### config.mk
export PLATFORM = sky130hd
export DESIGN_NAME = barrel_coord_gen
export DESIGN_NICKNAME = d
export VERILOG_FILES = /design/src/rtl/barrel_coord_gen.sv
export SDC_FILE = /design/constraint.sdc
export NUM_CORES = 2
export LEC_CHECK = 0
export ABC_AREA = 0
export BUFFER_PORTS_ARGS = -buffer_cell sky130_fd_sc_hd__buf_2
export CAP_MARGIN = 20
export CORE_AREA = 2 2 299 301
export DETAILED_ROUTE_END_ITERATION = 12
export DIE_AREA = 0 0 301 303
export GPL_TIMING_DRIVEN = 1
export PLACE_DENSITY = 0.53
export SLEW_MARGIN = 20
export SYNTH_ARGS = -nofsm -noshare
export SYNTH_HDL_FRONTEND = slang
export SYNTH_SLANG_ARGS = --single-unit
### constraint.sdc
create_clock -name clk -period 11.5 [get_ports clk]
set_input_delay 2.3 -clock clk [delete_from_list [all_inputs] [get_ports clk]]
set_output_delay 2.3 -clock clk [all_outputs]
set_load 0.005 [all_outputs]
### src/rtl/barrel_coord_gen.sv
// Barrel-distortion request generator: walks the output raster in order and
// issues clamped source coordinates through a 5-stage, stall-able pipeline.
module barrel_coord_gen #(
  parameter int unsigned        WIDTH  = 1080,
  parameter int unsigned        HEIGHT = 960,
  parameter int unsigned        CX     = 540,
  parameter int unsigned        CY     = 480,
  parameter logic signed [15:0] K      = -16'sd1,
  parameter int unsigned        KSHIFT = 10
) (
  input  logic        clk,
  input  logic        reset,
  input  logic        start,
  input  logic        Math_Ready,
  input  logic        AXIS_Out_tReady,
  output logic [11:0] Math_X,
  output logic [11:0] Math_Y,
  output logic        Math_Vaild,
  output logic        busy,
  output logic        frame_done
);

  typedef enum logic [1:0] {
    ST_IDLE  = 2'd0,
    ST_FILL  = 2'd1,
    ST_RUN   = 2'd2,
    ST_DRAIN = 2'd3
  } state_t;

  localparam logic [11:0]        OX_LAST = 12'(WIDTH - 1);
  localparam logic [11:0]        OY_LAST = 12'(HEIGHT - 1);
  localparam logic signed [12:0] CX_S    = 13'(CX);
  localparam logic signed [12:0] CY_S    = 13'(CY);
  localparam logic signed [31:0] CX_W    = 32'(CX);
  localparam logic signed [31:0] CY_W    = 32'(CY);
  localparam logic signed [39:0] K_W     = 40'(K);
  localparam logic signed [40:0] F_ONE   = 41'sd16384;
  localparam logic signed [40:0] F_MAX   = 41'sd32767;

  function automatic logic [15:0] sat_q14(input logic signed [40:0] v);
    logic [15:0] r;
    if (v < 41'sd0) begin
      r = 16'd0;
    end else if (v > F_MAX) begin
      r = 16'd32767;
    end else begin
      r = v[15:0];
    end
    return r;
  endfunction

  function automatic logic [11:0] clamp_coord(input logic signed [31:0] v, input logic [11:0] hi);
    logic [11:0] r;
    if (v < 32'sd0) begin
      r = 12'd0;
    end else if (v > $signed({20'd0, hi})) begin
      r = hi;
    end else begin
      r = v[11:0];
    end
    return r;
  endfunction

  state_t      r_state, w_state_nxt;
  logic [11:0] r_ox, r_oy, w_ox_nxt, w_oy_nxt;
  logic        w_en, w_issue, w_last_done, w_all_idle;
  logic        r_busy, r_frame_done;

  logic                r_s1_v, r_s2_v, r_s3_v, r_s4_v, r_s5_v;
  logic signed [12:0]  r_s1_dx, r_s1_dy, r_s2_dx, r_s2_dy, r_s3_dx, r_s3_dy;
  logic [22:0]         r_s1_dxsq, r_s1_dysq;
  logic signed [39:0]  r_s2_p;
  logic [15:0]         r_s3_f;
  logic signed [29:0]  r_s4_mx, r_s4_my;
  logic [11:0]         r_s5_x, r_s5_y;

  logic signed [12:0]  w_dx, w_dy;
  logic signed [22:0]  w_dxe, w_dye;
  logic [22:0]         w_dxsq, w_dysq, w_r2;
  logic signed [39:0]  w_r2e, w_p, w_psh;
  logic signed [40:0]  w_fsum;
  logic signed [29:0]  w_dx30, w_dy30, w_f30, w_mx, w_my, w_mxs, w_mys;
  logic signed [31:0]  w_sx, w_sy;

  assign w_en       = !r_s5_v || AXIS_Out_tReady;
  assign w_all_idle = !(r_s1_v || r_s2_v || r_s3_v || r_s4_v || r_s5_v);

  // S1 operands: offsets from the distortion centre and their squares
  assign w_dx   = $signed({1'b0, r_ox}) - CX_S;
  assign w_dy   = $signed({1'b0, r_oy}) - CY_S;
  assign w_dxe  = {{10{w_dx[12]}}, w_dx};
  assign w_dye  = {{10{w_dy[12]}}, w_dy};
  assign w_dxsq = w_dxe * w_dxe;
  assign w_dysq = w_dye * w_dye;

  assign w_r2   = r_s1_dxsq + r_s1_dysq;
  assign w_r2e  = $signed({17'd0, w_r2});
  assign w_p    = K_W * w_r2e;

  assign w_psh  = r_s2_p >>> KSHIFT;
  assign w_fsum = $signed({w_psh[39], w_psh}) + F_ONE;

  assign w_dx30 = {{17{r_s3_dx[12]}}, r_s3_dx};
  assign w_dy30 = {{17{r_s3_dy[12]}}, r_s3_dy};
  assign w_f30  = $signed({14'd0, r_s3_f});
  assign w_mx   = w_dx30 * w_f30;
  assign w_my   = w_dy30 * w_f30;

  // Q1.14 scaling back to pixels uses a floor shift, then recentres
  assign w_mxs  = r_s4_mx >>> 5'd14;
  assign w_mys  = r_s4_my >>> 5'd14;
  assign w_sx   = $signed({{2{w_mxs[29]}}, w_mxs}) + CX_W;
  assign w_sy   = $signed({{2{w_mys[29]}}, w_mys}) + CY_W;

  // Next-state, raster advance and issue decision
  always_comb begin
    w_state_nxt = r_state;
    w_ox_nxt    = r_ox;
    w_oy_nxt    = r_oy;
    w_issue     = 1'b0;
    w_last_done = 1'b0;
    case (r_state)
      ST_IDLE: begin
        if (start) w_state_nxt = ST_FILL;
        else       w_state_nxt = ST_IDLE;
      end
      ST_FILL: begin
        if (Math_Ready) w_state_nxt = ST_RUN;
        else            w_state_nxt = ST_FILL;
      end
      ST_RUN: begin
        if (w_en && Math_Ready) begin
          w_issue = 1'b1;
          if (r_ox == OX_LAST) begin
            w_ox_nxt = 12'd0;
            if (r_oy == OY_LAST) begin
              w_oy_nxt    = 12'd0;
              w_state_nxt = ST_DRAIN;
            end else begin
              w_oy_nxt = r_oy + 12'd1;
            end
          end else begin
            w_ox_nxt = r_ox + 12'd1;
          end
        end else begin
          w_issue = 1'b0;
        end
      end
      ST_DRAIN: begin
        if (w_all_idle) begin
          w_state_nxt = ST_IDLE;
          w_last_done = 1'b1;
        end else begin
          w_state_nxt = ST_DRAIN;
        end
      end
      default: w_state_nxt = ST_IDLE;
    endcase
  end

  // FSM state, raster counters and status flags
  always_ff @(posedge clk or negedge reset) begin
    if (!reset) begin
      r_state      <= ST_IDLE;
      r_ox         <= 12'd0;
      r_oy         <= 12'd0;
      r_busy       <= 1'b0;
      r_frame_done <= 1'b0;
    end else begin
      r_state      <= w_state_nxt;
      r_ox         <= w_ox_nxt;
      r_oy         <= w_oy_nxt;
      r_busy       <= (w_state_nxt != ST_IDLE);
      r_frame_done <= w_last_done;
    end
  end

  // Five pipeline stages; the whole pipe freezes while the output is stalled
  always_ff @(posedge clk or negedge reset) begin
    if (!reset) begin
      r_s1_v <= 1'b0;  r_s1_dx <= 13'sd0; r_s1_dy <= 13'sd0;
      r_s1_dxsq <= 23'd0; r_s1_dysq <= 23'd0;
      r_s2_v <= 1'b0;  r_s2_dx <= 13'sd0; r_s2_dy <= 13'sd0; r_s2_p <= 40'sd0;
      r_s3_v <= 1'b0;  r_s3_dx <= 13'sd0; r_s3_dy <= 13'sd0; r_s3_f <= 16'd0;
      r_s4_v <= 1'b0;  r_s4_mx <= 30'sd0; r_s4_my <= 30'sd0;
      r_s5_v <= 1'b0;  r_s5_x  <= 12'd0;  r_s5_y  <= 12'd0;
    end else if (w_en) begin
      r_s1_v    <= w_issue;
      r_s1_dx   <= w_dx;
      r_s1_dy   <= w_dy;
      r_s1_dxsq <= w_dxsq;
      r_s1_dysq <= w_dysq;
      r_s2_v    <= r_s1_v;
      r_s2_dx   <= r_s1_dx;
      r_s2_dy   <= r_s1_dy;
      r_s2_p    <= w_p;
      r_s3_v    <= r_s2_v;
      r_s3_dx   <= r_s2_dx;
      r_s3_dy   <= r_s2_dy;
      r_s3_f    <= sat_q14(w_fsum);
      r_s4_v    <= r_s3_v;
      r_s4_mx   <= w_mx;
      r_s4_my   <= w_my;
      r_s5_v    <= r_s4_v;
      r_s5_x    <= clamp_coord(w_sx, OX_LAST);
      r_s5_y    <= clamp_coord(w_sy, OY_LAST);
    end else begin
      r_s5_v <= r_s5_v;
    end
  end

  assign Math_X     = r_s5_x;
  assign Math_Y     = r_s5_y;
  assign Math_Vaild = r_s5_v;
  assign busy       = r_busy;
  assign frame_done = r_frame_done;

endmodule

==> out/qor.yml <==
status: "finished, final reports clean"
end_kind: "flop"
h-tree-depth: 1
firstDrtPassIters: 5
synth_top_family_by_area: "adder cells"
crit_top_cell: "fa_1"
drt_iter0_markers: 1113
cts_tree: "yes"
die_w_um: 301
grt_usage: 0.178
io_pins: 32
initial_core_util: 0.398
gr-total-overflow: 0
cpPeakStageDelay_ns: 0.68
seq_area_sq_um: 6360
postCtsSetupRepairBufs: 0
place_congestion: 0.819
vias: 24200
antenna_cells: 0
synth-compound-area-share: 0.0699
worstMarginPinSlew_ns: 1.17
synth.top_cells.by_area: "fa_1, dfrtp_1, ha_1, nand2_1, inv_1"
worstPathCellList: "ha_1 > a21oi_1 > nor3b_1 > xnor2_1 > clkinv_1 > nand2_1 > fa_1 > fa_1 > inv_1 > fa_1 > fa_1 > fa_1 > inv_1 > fa_1 > inv_1 > ha_1 > or3_2 > o211a_1 > o41a_1 > or4_1 > a31oi_1 > xnor2_1 > o21ai_1"
final_nets: 4709
multiInputGateArea_sq_um: 25500
grt_pass1_vias: 26000
layout_common_cells: "nand2_1, inv_1, fa_1, ha_1, dfrtp_1"
drc_errors: 0
hold_viol_final: 0
wl_mm: 76.9
numCtsBuffers: 31
die_h_um: 303
cp_top_family: "adder cells"
crit_path_top_delay_cell: "dfrtp_1"
port_buffers: 31
cts_resized: 0
syn-num-nets: 4775
maxSlewViolCount: 0
fillers: 8881
root_buffer: "clkbuf_16"
grt_pass1_wl_mm: 134
cts_hold_repair.buffers: 0
cts_buffer_depth: 3
antenna_found_initial: 1
setup_tns_ns: 0
min-delay-start: "Math_Y[4]"
synth_area_per_cell_sq_um: 9.07
critPathArrivalTime_ns: 8.54
netlist_area_sq_um: 35000
fmax_mhz: 123
drive_gt1_frac: 0.0404
worstSetupPathType: "reg2reg"
rows: 109
period_minus_slack_ns: 8.11
synth_top_area_frac: 0.319
hold_class: "reg2reg"
crit_start: "r_ox[2]"
coreArea_sq_um: 88000
synth_edf_count: 0
yosys.area_share.adder: 0.446
synthFlopType: "dfrtp_1"
setup_violations: 0
synth-seq-cells: 254
maxCapViolations: 0
drtAntennaViolNets: 0
die_area_sq_um: 91200
muxShareOfSynthArea: 0.00215
synthSimpleGateAreaFrac: 0.169
synth.distinct_cells: 90
fin_crit_sh: 0.706
synth-seq-area-share: 0.182
final_common_cell: "nand2_1"
path_max_fanout: 17
cp_data_required_time_ns: 11.93
r2r-end: "r_s1_dxsq[22]"
synth_xor_area_frac: 0.0411
synthCells: 3857
synth_top_cell_by_area: "fa_1"
reg2regPathDepth: 23
skew_ns: 0.0135
clk_pin_slew_ns: 0.06
startpoint_type: "flop"
async_flop_share: 1.00
rsz0062_at_grt: "false"
wl_per_cell_um: 15.5
hpwlAfterDp_mm: 60.2
worst-r2r-setup-slack_ns: 3.39
crit_buf_inv: 4
routed_via_density: 4.87
hold_depth: 2
ys_warn_count: 0
cts_sinks: 254
max_slew_margin: 0.222
grt_max_degree: 149
syn2layout_area_growth_pct: 6.71
r2r-start: "r_ox[2]"
insertion_delay_ns: 0.58
min_to: "Math_Y[4]"
[stage by stage]
stage	hold slack [ns]	cells	utilization	area [sq um]	setup WS [ns]
2_1_floorplan	0.439	3857	-	35000	4.25
3_3_place_gp	0.447	4923	0.412	36200	3.54
3_5_place_dp	0.452	4923	0.412	36200	3.34
4_1_cts	0.464	4979	0.424	37300	3.35
5_1_grt	0.479	4979	0.424	37300	2.93
6_report	0.460	4979	0.424	37300	3.39
[final cells by class]
type,count,area share
Clock buffer,43,0.0239
Multi-Input combinational cell,2770,0.683
Timing Repair Buffer,65,0.0116
Tap cell,1165,0.0391
Sequential cell,254,0.170
Clock inverter,13,0.00500
Inverter,669,0.0673
[state kept, by name, summed over array words and instances (netlist names), 13 cells and up]
name,count
r_s3_f,16
r_s3_dy,13
r_s1_dx,13
r_s1_dy,13
r_s1_dysq,21
r_s4_my,16
r_s2_dx,13
r_s2_p,29
r_s2_dy,13
r_s1_dxsq,21
r_s4_mx,16
r_s3_dx,13
[synth_stat cells, drive strengths merged (4+ instances only)]
cell    number
a211o        5
a211oi       5
a21o        30
a21oi      124
a31oi       13
a41oi        6
and2       157
and3        25
and4         6
clkbuf     160
clkinv      13
dfrtp      254
fa         558
ha         355
inv        656
mux2         4
nand2      690
nand2b      61
nand3       36
nand4       12
nor2       202
nor2b       22
nor3        32
nor3b        7
nor4         8
o211ai       8
o21a        24
o21ai      122
o21ba        4
o21bai       5
o31ai       12
or2          6
or3         15
or4          4
xnor2      112
xor2        52
[worst min-delay path, delay by kind of cell (launching register included)]
family / cells / cell delay, ns
flip-flops: 1 / 0.33
AND/OR/NAND/NOR: 2 / 0.10
[cells by family (layout without fill, tap and decap cells)]
| family | count (synthesis) | count (layout) |
|---|---|---|
| AO/OA/AOI/OAI | 391 | 391 |
| AND/OR/NAND/NOR | 1295 | 1295 |
| buffers and inverters | 833 | 790 |
| flip-flops | 254 | 254 |
| adder cells (fa/ha/maj) | 913 | 913 |
| XOR/XNOR | 164 | 164 |
| multiplexers | 7 | 7 |
[worst max-delay path by stage]
stage | depth (start not counted) | endpoint
3_5_place_dp | 23 | r_s1_dxsq[22]
5_1_grt | 23 | r_s1_dxsq[22]
6_report | 23 | r_s1_dxsq[22]
2_1_floorplan | 23 | r_s1_dxsq[22]
3_3_place_gp | 23 | r_s1_dxsq[22]
4_1_cts | 23 | r_s1_dxsq[22]
[routing by layer]
metal  vias up  GRT usage  wire length [um]
li1      11800          -                 -
met1     12100      0.255             37300
met2       300      0.301             36200
met3        62     0.0120              2310
met4         0     0.0303              1090
met5         -          0                 0
Power is not shown: default switching activity piles up to over one toggle a cycle in this logic, so the estimate is an artifact.
